[src/rtl/hazard_forward_unit.sv]
// Pipeline control carrier: ID/EX, EX/MEM and MEM/WB control registers, load-use
// stall / IF-ID flush generation, and EX-stage operand forwarding selects.
module hazard_forward_unit (
  input  logic       clk_i,
  input  logic       rst_n_i,
  input  logic [1:0] PC_ctrl_i,
  input  logic [4:0] EX_ctrl_i,
  input  logic [1:0] MEM_ctrl_i,
  input  logic [1:0] WB_ctrl_i,
  input  logic [4:0] rs_i,
  input  logic [4:0] rt_i,
  input  logic [4:0] rd_i,
  output logic       pc_write_o,
  output logic       ifid_write_o,
  output logic       ifid_flush_o,
  output logic [4:0] ex_ctrl_o,
  output logic [4:0] ex_rs_o,
  output logic [4:0] ex_rt_o,
  output logic [4:0] ex_wreg_o,
  output logic [1:0] mem_ctrl_o,
  output logic [4:0] mem_wreg_o,
  output logic [1:0] wb_ctrl_o,
  output logic [4:0] wb_wreg_o,
  output logic [1:0] fwd_a_o,
  output logic [1:0] fwd_b_o
);

  // ID/EX
  logic [4:0] idex_ex_q,  idex_ex_d;
  logic [4:0] idex_rs_q,  idex_rs_d;
  logic [4:0] idex_rt_q,  idex_rt_d;
  logic [4:0] idex_rd_q,  idex_rd_d;
  logic       idex_mcs_q, idex_mcs_d;
  logic       idex_mwe_q, idex_mwe_d;
  logic       idex_wbm_q, idex_wbm_d;
  logic       idex_rwe_q, idex_rwe_d;
  // EX/MEM
  logic       exmem_mcs_q, exmem_mwe_q, exmem_wbm_q, exmem_rwe_q;
  logic [4:0] exmem_wreg_q;
  // MEM/WB
  logic       memwb_wbm_q, memwb_rwe_q;
  logic [4:0] memwb_wreg_q;

  logic       stall;
  logic       pc_ctrl_unused;

  // Only the redirect bit matters here; jump vs. branch is resolved upstream.
  assign pc_ctrl_unused = PC_ctrl_i[0];

  assign stall = idex_mcs_q & ~idex_mwe_q & idex_rwe_q & (idex_rt_q != '0) &
                 ((idex_rt_q == rs_i) | (idex_rt_q == rt_i));

  assign pc_write_o   = ~stall;
  assign ifid_write_o = ~stall;
  assign ifid_flush_o = ~stall & PC_ctrl_i[1];

  // Decoder don't-care fields are masked so they can never enable a memory
  // access or register write on their own.
  always_comb begin
    idex_ex_d  = '0;
    idex_rs_d  = '0;
    idex_rt_d  = '0;
    idex_rd_d  = '0;
    idex_mcs_d = 1'b0;
    idex_mwe_d = 1'b0;
    idex_wbm_d = 1'b0;
    idex_rwe_d = 1'b0;
    if (!stall) begin
      idex_ex_d  = EX_ctrl_i;
      idex_rs_d  = rs_i;
      idex_rt_d  = rt_i;
      idex_rd_d  = rd_i;
      idex_mcs_d = MEM_ctrl_i[1] & (MEM_ctrl_i[0] | WB_ctrl_i[0]);
      idex_mwe_d = MEM_ctrl_i[0];
      idex_wbm_d = WB_ctrl_i[1] & WB_ctrl_i[0];
      idex_rwe_d = WB_ctrl_i[0];
    end
  end

  always_ff @(posedge clk_i or negedge rst_n_i) begin
    if (!rst_n_i) begin
      idex_ex_q    <= '0;
      idex_rs_q    <= '0;
      idex_rt_q    <= '0;
      idex_rd_q    <= '0;
      idex_mcs_q   <= 1'b0;
      idex_mwe_q   <= 1'b0;
      idex_wbm_q   <= 1'b0;
      idex_rwe_q   <= 1'b0;
      exmem_mcs_q  <= 1'b0;
      exmem_mwe_q  <= 1'b0;
      exmem_wbm_q  <= 1'b0;
      exmem_rwe_q  <= 1'b0;
      exmem_wreg_q <= '0;
      memwb_wbm_q  <= 1'b0;
      memwb_rwe_q  <= 1'b0;
      memwb_wreg_q <= '0;
    end else begin
      idex_ex_q    <= idex_ex_d;
      idex_rs_q    <= idex_rs_d;
      idex_rt_q    <= idex_rt_d;
      idex_rd_q    <= idex_rd_d;
      idex_mcs_q   <= idex_mcs_d;
      idex_mwe_q   <= idex_mwe_d;
      idex_wbm_q   <= idex_wbm_d;
      idex_rwe_q   <= idex_rwe_d;
      exmem_mcs_q  <= idex_mcs_q;
      exmem_mwe_q  <= idex_mwe_q;
      exmem_wbm_q  <= idex_wbm_q;
      exmem_rwe_q  <= idex_rwe_q;
      exmem_wreg_q <= ex_wreg_o;
      memwb_wbm_q  <= exmem_wbm_q;
      memwb_rwe_q  <= exmem_rwe_q;
      memwb_wreg_q <= exmem_wreg_q;
    end
  end

  assign ex_ctrl_o  = idex_ex_q;
  assign ex_rs_o    = idex_rs_q;
  assign ex_rt_o    = idex_rt_q;
  assign ex_wreg_o  = idex_ex_q[0] ? idex_rd_q : idex_rt_q;
  assign mem_ctrl_o = {exmem_mcs_q, exmem_mwe_q};
  assign mem_wreg_o = exmem_wreg_q;
  assign wb_ctrl_o  = {memwb_wbm_q, memwb_rwe_q};
  assign wb_wreg_o  = memwb_wreg_q;

  // EX/MEM result is newer than MEM/WB, so it wins when both match.
  always_comb begin
    fwd_a_o = 2'b00;
    fwd_b_o = 2'b00;
    if (exmem_rwe_q && exmem_wreg_q != '0 && exmem_wreg_q == idex_rs_q)
      fwd_a_o = 2'b10;
    else if (memwb_rwe_q && memwb_wreg_q != '0 && memwb_wreg_q == idex_rs_q)
      fwd_a_o = 2'b01;
    if (exmem_rwe_q && exmem_wreg_q != '0 && exmem_wreg_q == idex_rt_q)
      fwd_b_o = 2'b10;
    else if (memwb_rwe_q && memwb_wreg_q != '0 && memwb_wreg_q == idex_rt_q)
      fwd_b_o = 2'b01;
  end

endmodule

[config.mk]
export PLATFORM = sky130hd
export DESIGN_NAME = hazard_forward_unit
export DESIGN_NICKNAME = d
export VERILOG_FILES = /design/src/rtl/hazard_forward_unit.sv
export SDC_FILE = /design/constraint.sdc
export NUM_CORES = 1
export LEC_CHECK = 0
export BUFFER_PORTS_ARGS = -buffer_cell sky130_fd_sc_hd__clkbuf_2
export CAP_MARGIN = 20
export CORE_MARGIN = 5
export CORE_UTILIZATION = 35
export DETAILED_ROUTE_END_ITERATION = 8
export GPL_ROUTABILITY_DRIVEN = 0
export PLACE_DENSITY = 0.68
export SETUP_SLACK_MARGIN = 0.2
export SLEW_MARGIN = 25
export SYNTH_ARGS = -nofsm -noshare
export SYNTH_HDL_FRONTEND = slang
export SYNTH_SLANG_ARGS = --single-unit
[constraint.sdc]
create_clock -name clk_i -period 5.6 [get_ports clk_i]
set_clock_uncertainty 0.1 [all_clocks]
set_input_delay 1.12 -clock clk_i [delete_from_list [all_inputs] [get_ports clk_i]]
set_output_delay 1.12 -clock clk_i [all_outputs]
set_load 0.02 [all_outputs]
==> After elaboration in Yosys (flattened, before gate mapping) <==
Cells that the tools add are included.
{ "totals": {"ff_bits": 40, "in_bits": 28, "out_inout_bits": 41, "word_cells": 55} }
{ "classes": {"eq_ne": 6, "n_mux": 13, "n_bitwise": 11, "n_reduce_logical": 9} }
{ "op_table": {"columns": ["cell", "n"], "rows": [
  ["equality test 5 bit", 6],
  ["two-way mux 5 bit", 5],
  ["nonzero test 5 bit", 3],
  ["AND 1 bit", 7],
  ["logical AND 1 bit", 6],
  ["two-way mux 1 bit", 6],
  ["two-way mux 2 bit", 2],
  ["inverter 1 bit", 2],
  ["OR 1 bit", 2]
]} }

==> Depth between registers and ports, before layout <==
{ "logic_depth": {"word_depth": 7, "ltp_mapped": 7, "mapped_depth_nobuf": 4} }

==> Least setup slack after synthesis <==
OpenSTA, ideal clock, no wires.
{ "synth_timing": {"path_kind": "in2out", "startpoint": "in rs_i[4]", "endpoint": "out pc_write_o", "arrival_time_ps": 2159, "setup_slack_ps": 2221, "cell_stages": 6, "n_path_buf": 2, "cell_sequence": "xnor2_1 > nand3_1 > o22ai_2 > buf_2 > nand2_1 > buf_4"} }
{ "synth_between": {"elab_chain_len": 4} }
{ "synth_lines": {"columns": ["item", "line", "rtl"], "rows": [
  ["from (decl)", "10", "input logic [4:0] rs_i,"],
  ["equality test 5 bit", "51", "((idex_rt_q == rs_i) | (idex_rt_q == rt_i));"],
  ["OR 1 bit", "51", null],
  ["AND 1 bit", "50", "assign stall = idex_mcs_q & ~idex_mwe_q & idex_rwe_q & (idex_rt_q != '0) &"],
  ["inverter 1 bit", null, null],
  ["to (decl)", "13", "output logic pc_write_o,"]
]} }
Every way passes these cells.

==> Worst setup path after layout <==
{ "layout_timing": {"startpoint": "in rs_i[4]", "endpoint": "out ifid_flush_o"} }
{ "layout_between": {"elab_chain_len": 5} }
{ "layout_lines": {"columns": ["item", "line", "rtl"], "rows": [
  ["equality test 5 bit", "51", null],
  ["OR 1 bit", "51", null],
  ["AND 1 bit", "50", null],
  ["inverter 1 bit", "55", "assign ifid_flush_o = ~stall & PC_ctrl_i[1];"],
  ["AND 1 bit", "55", null],
  ["to (decl)", "15", "output logic ifid_flush_o,"]
]} }
Every way passes these cells.

==> reports/qor.yml <==
drt:
  drtIter0Drc: 17
  wl_per_cell_um: 14.4
  dr.pass1.iters: 4
  drc_errors: 0
  wirelength_mm: 3.86
  vias_per_cell: 4.59
  vias: 1225
  antenna_left: 0
flow_run:
  drv_cap: 0
synthesis:
  ys_ff_latch: 40
  synth.area.top_cells: "dfrtp_1 (57%), a21boi_0 (9.8%), xnor2_1 (7.9%)"
  synth_top_area_share: 0.567
  syn_area_sq_mm: 0.00177
  netlist_instances: 138
  syn_nets: 166
  synth.avg_cell_area_sq_um: 12.8
  synth_top_area_cell: "dfrtp_1"
  synth_cell_types: 21
  ys_warn_count: 0
  yosysSeqAreaShare: 0.567
clock_tree:
  clkTransAtPathRegs_ns: 0.07
  cts_made_buffers: 5
  root_buffer: "clkbuf_8"
  cts_buffer_depth: 2
  cts_tree: "done"
  hold_buffers: 0
  post_cts_resize_count: 0
  clock-sinks: 40
  post_cts_buffers: 0
  clock_latency_ns: 0.29
  cts-htree-levels: 2
timing:
  slew_viol_final: 0
  hold_violations: 0
  whs_ns: 0.250
  fin_crit_ns: 3.80
  rsz0062_at_grt: "false"
  worstMarginPinSlew_ns: 0.869
  fin_crit_sh: 0.679
  slew_headroom: 0.421
  fmax_ghz: 0.263
  setup_viol: 0
  setup_tns_ns: 0
floorplan:
  die_area_sq_mm: 0.00656
  core_area_sq_mm: 0.00482
  dieWidth_um: 81.0
  row_count: 25
  die_h_um: 81.0
  ios: 69
  floorplan.initialDensity: 0.366
setup_path:
  crit_slowest_cell: "o22ai_2"
  path_class: "primary input to primary output"
  cp.arrival_ns: 2.58
  crit_required_ns: 4.38
  worstPathCellList: "clkbuf_2, xnor2_1, nand3_1, o22ai_2, a21boi_0, clkbuf_2"
  cp_max_fo: 26
  cp_common_cell: "clkbuf_2"
  worst-path-buf-inv: 2
  crit_path_end_kind: "primary output"
  crit_family: "compound AO/OA/AOI/OAI gates"
  critPathLaunchType: "primary input"
  critPathMaxStageDelay_ns: 0.72
place:
  portBuffers: 67
  hpwl_mm: 2.94
layout:
  areaGrowthSynthToFinish_pct: 24.9
  insertedDiodeCount: 0
  layout_common_cells: "clkbuf_2 (66), dfrtp_1 (40), a21boi_0 (23), xnor2_1 (16), xor2_1 (14)"
  nNetsFinal: 227
  layout_commonest_cell: "clkbuf_2"
  drive_gt1_frac: 0.445
  nFillCells: 483
pwr:
  power_density_mw_per_mm2: 284
  pwr-share-clk: 0.311
  p_leak_uw: 0.00101
  pwr-share-comb: 0.164
  p_seq_frac: 0.525
  switching_share: 0.284
  p_sw_uw: 178
  ir_worst_vdd_mv: 0.171
  power.internal_uw: 448
grt:
  grt_pass1_vias: 1266
  grtUsageMet1: 0.159
  grt.busiest_layer: "met2"
  globalRouteMet2Util: 0.192
  grt_overflow: 0
  grt_util_all_layers: 0.127
  grt_start_max_net_pins: 41
  antenna_found_initial: 0
  met3_usage: 0.0576
  grt_pass1_wl_mm: 6.19
worst_hold_path:
  min_path_type: "flip-flop to flip-flop"
outcome:
  status: "complete, no violations"
-- final timing paths --
kind	start	to	slack [ns]	depth (start not counted)
worst min-delay path	exmem_wbm_q	memwb_wbm_q	0.25	0
worst min register to register	exmem_wbm_q	memwb_wbm_q	0.25	0
min in group asynchronous	rst_n_i	ex_rt_o[1]	0.84	1
worst max-delay path	rs_i[4]	ifid_flush_o	1.80	6
worst max register to register	ex_rt_o[0]	ex_rs_o[4]	3.54	4
max in group asynchronous	rst_n_i	exmem_wbm_q	4.01	1
-- Yosys cell counts --
master / instances
a211oi_2: 1
a21boi_0: 23
a21oi_1: 2
buf_2: 7
buf_4: 5
clkbuf_1: 2
dfrtp_1: 40
mux2_2: 5
nand2_1: 5
nand3_1: 4
nor2_1: 1
nor3_1: 1
nor4_2: 4
o21ai_0: 1
o21ai_1: 1
o21ai_4: 1
o22ai_2: 1
or4_1: 3
or4_4: 1
xnor2_1: 16
xor2_1: 14
-- area by class of cell --
cell class              instances  area (sq um)  share of cell area
flip-flops and latches         40          1000               0.454
multi-input cells              84           684               0.310
repair buffers                 68           343               0.156
well taps                      67          83.8              0.0380
clock buffers                   6          82.6              0.0375
clock inverters                 2          10.0             0.00454
-- stage by stage --
step,util,instance area [sq um],setup WS [ns],power (uW),instances
2_1_floorplan,-,1770,2.22,397,138
3_3_place_gp,0.438,2110,1.79,437,259
4_1_cts,0.458,2200,1.75,635,267
6_report,0.458,2200,1.80,625,267
5_1_grt,0.458,2200,1.58,656,267
3_5_place_dp,0.438,2110,1.75,438,259
-- sequential cells by signal, summed over array words and instances, names as in the netlist, 5 cells and up --
| name | flops |
|---|---|
| ex_rt_o | 5 |
| ex_ctrl_o | 5 |
| wb_wreg_o | 5 |
| ex_rs_o | 5 |
| mem_wreg_o | 5 |
| idex_rd_q | 5 |
-- metal layers --
layer | vias to the layer above | part of all wire
met5 | - | 0
met4 | 0 | 0.014
met3 | 7 | 0.11
met2 | 53 | 0.44
met1 | 584 | 0.43
li1 | 581 | -
-- cells by family after synthesis --
group | Yosys count | synth area share
AO/OA/AOI/OAI | 30 | 0.133
XOR/XNOR | 30 | 0.149
buffers and inverters | 14 | 0.0454
flip-flops | 40 | 0.567
multiplexers | 5 | 0.0319
AND/OR/NAND/NOR | 19 | 0.0744
-- power groups by stage --
stage                     logic (uW)  registers [uW]  clock network (uW)
after global routing             112             331                 212
after floorplan                 56.8             341                   0
after CTS                        104             328                 202
after global placement           103             334                   0
final                            102             328                 195
after detailed placement         104             334                   0
Note: power is estimated with default switching activity, not from simulation.
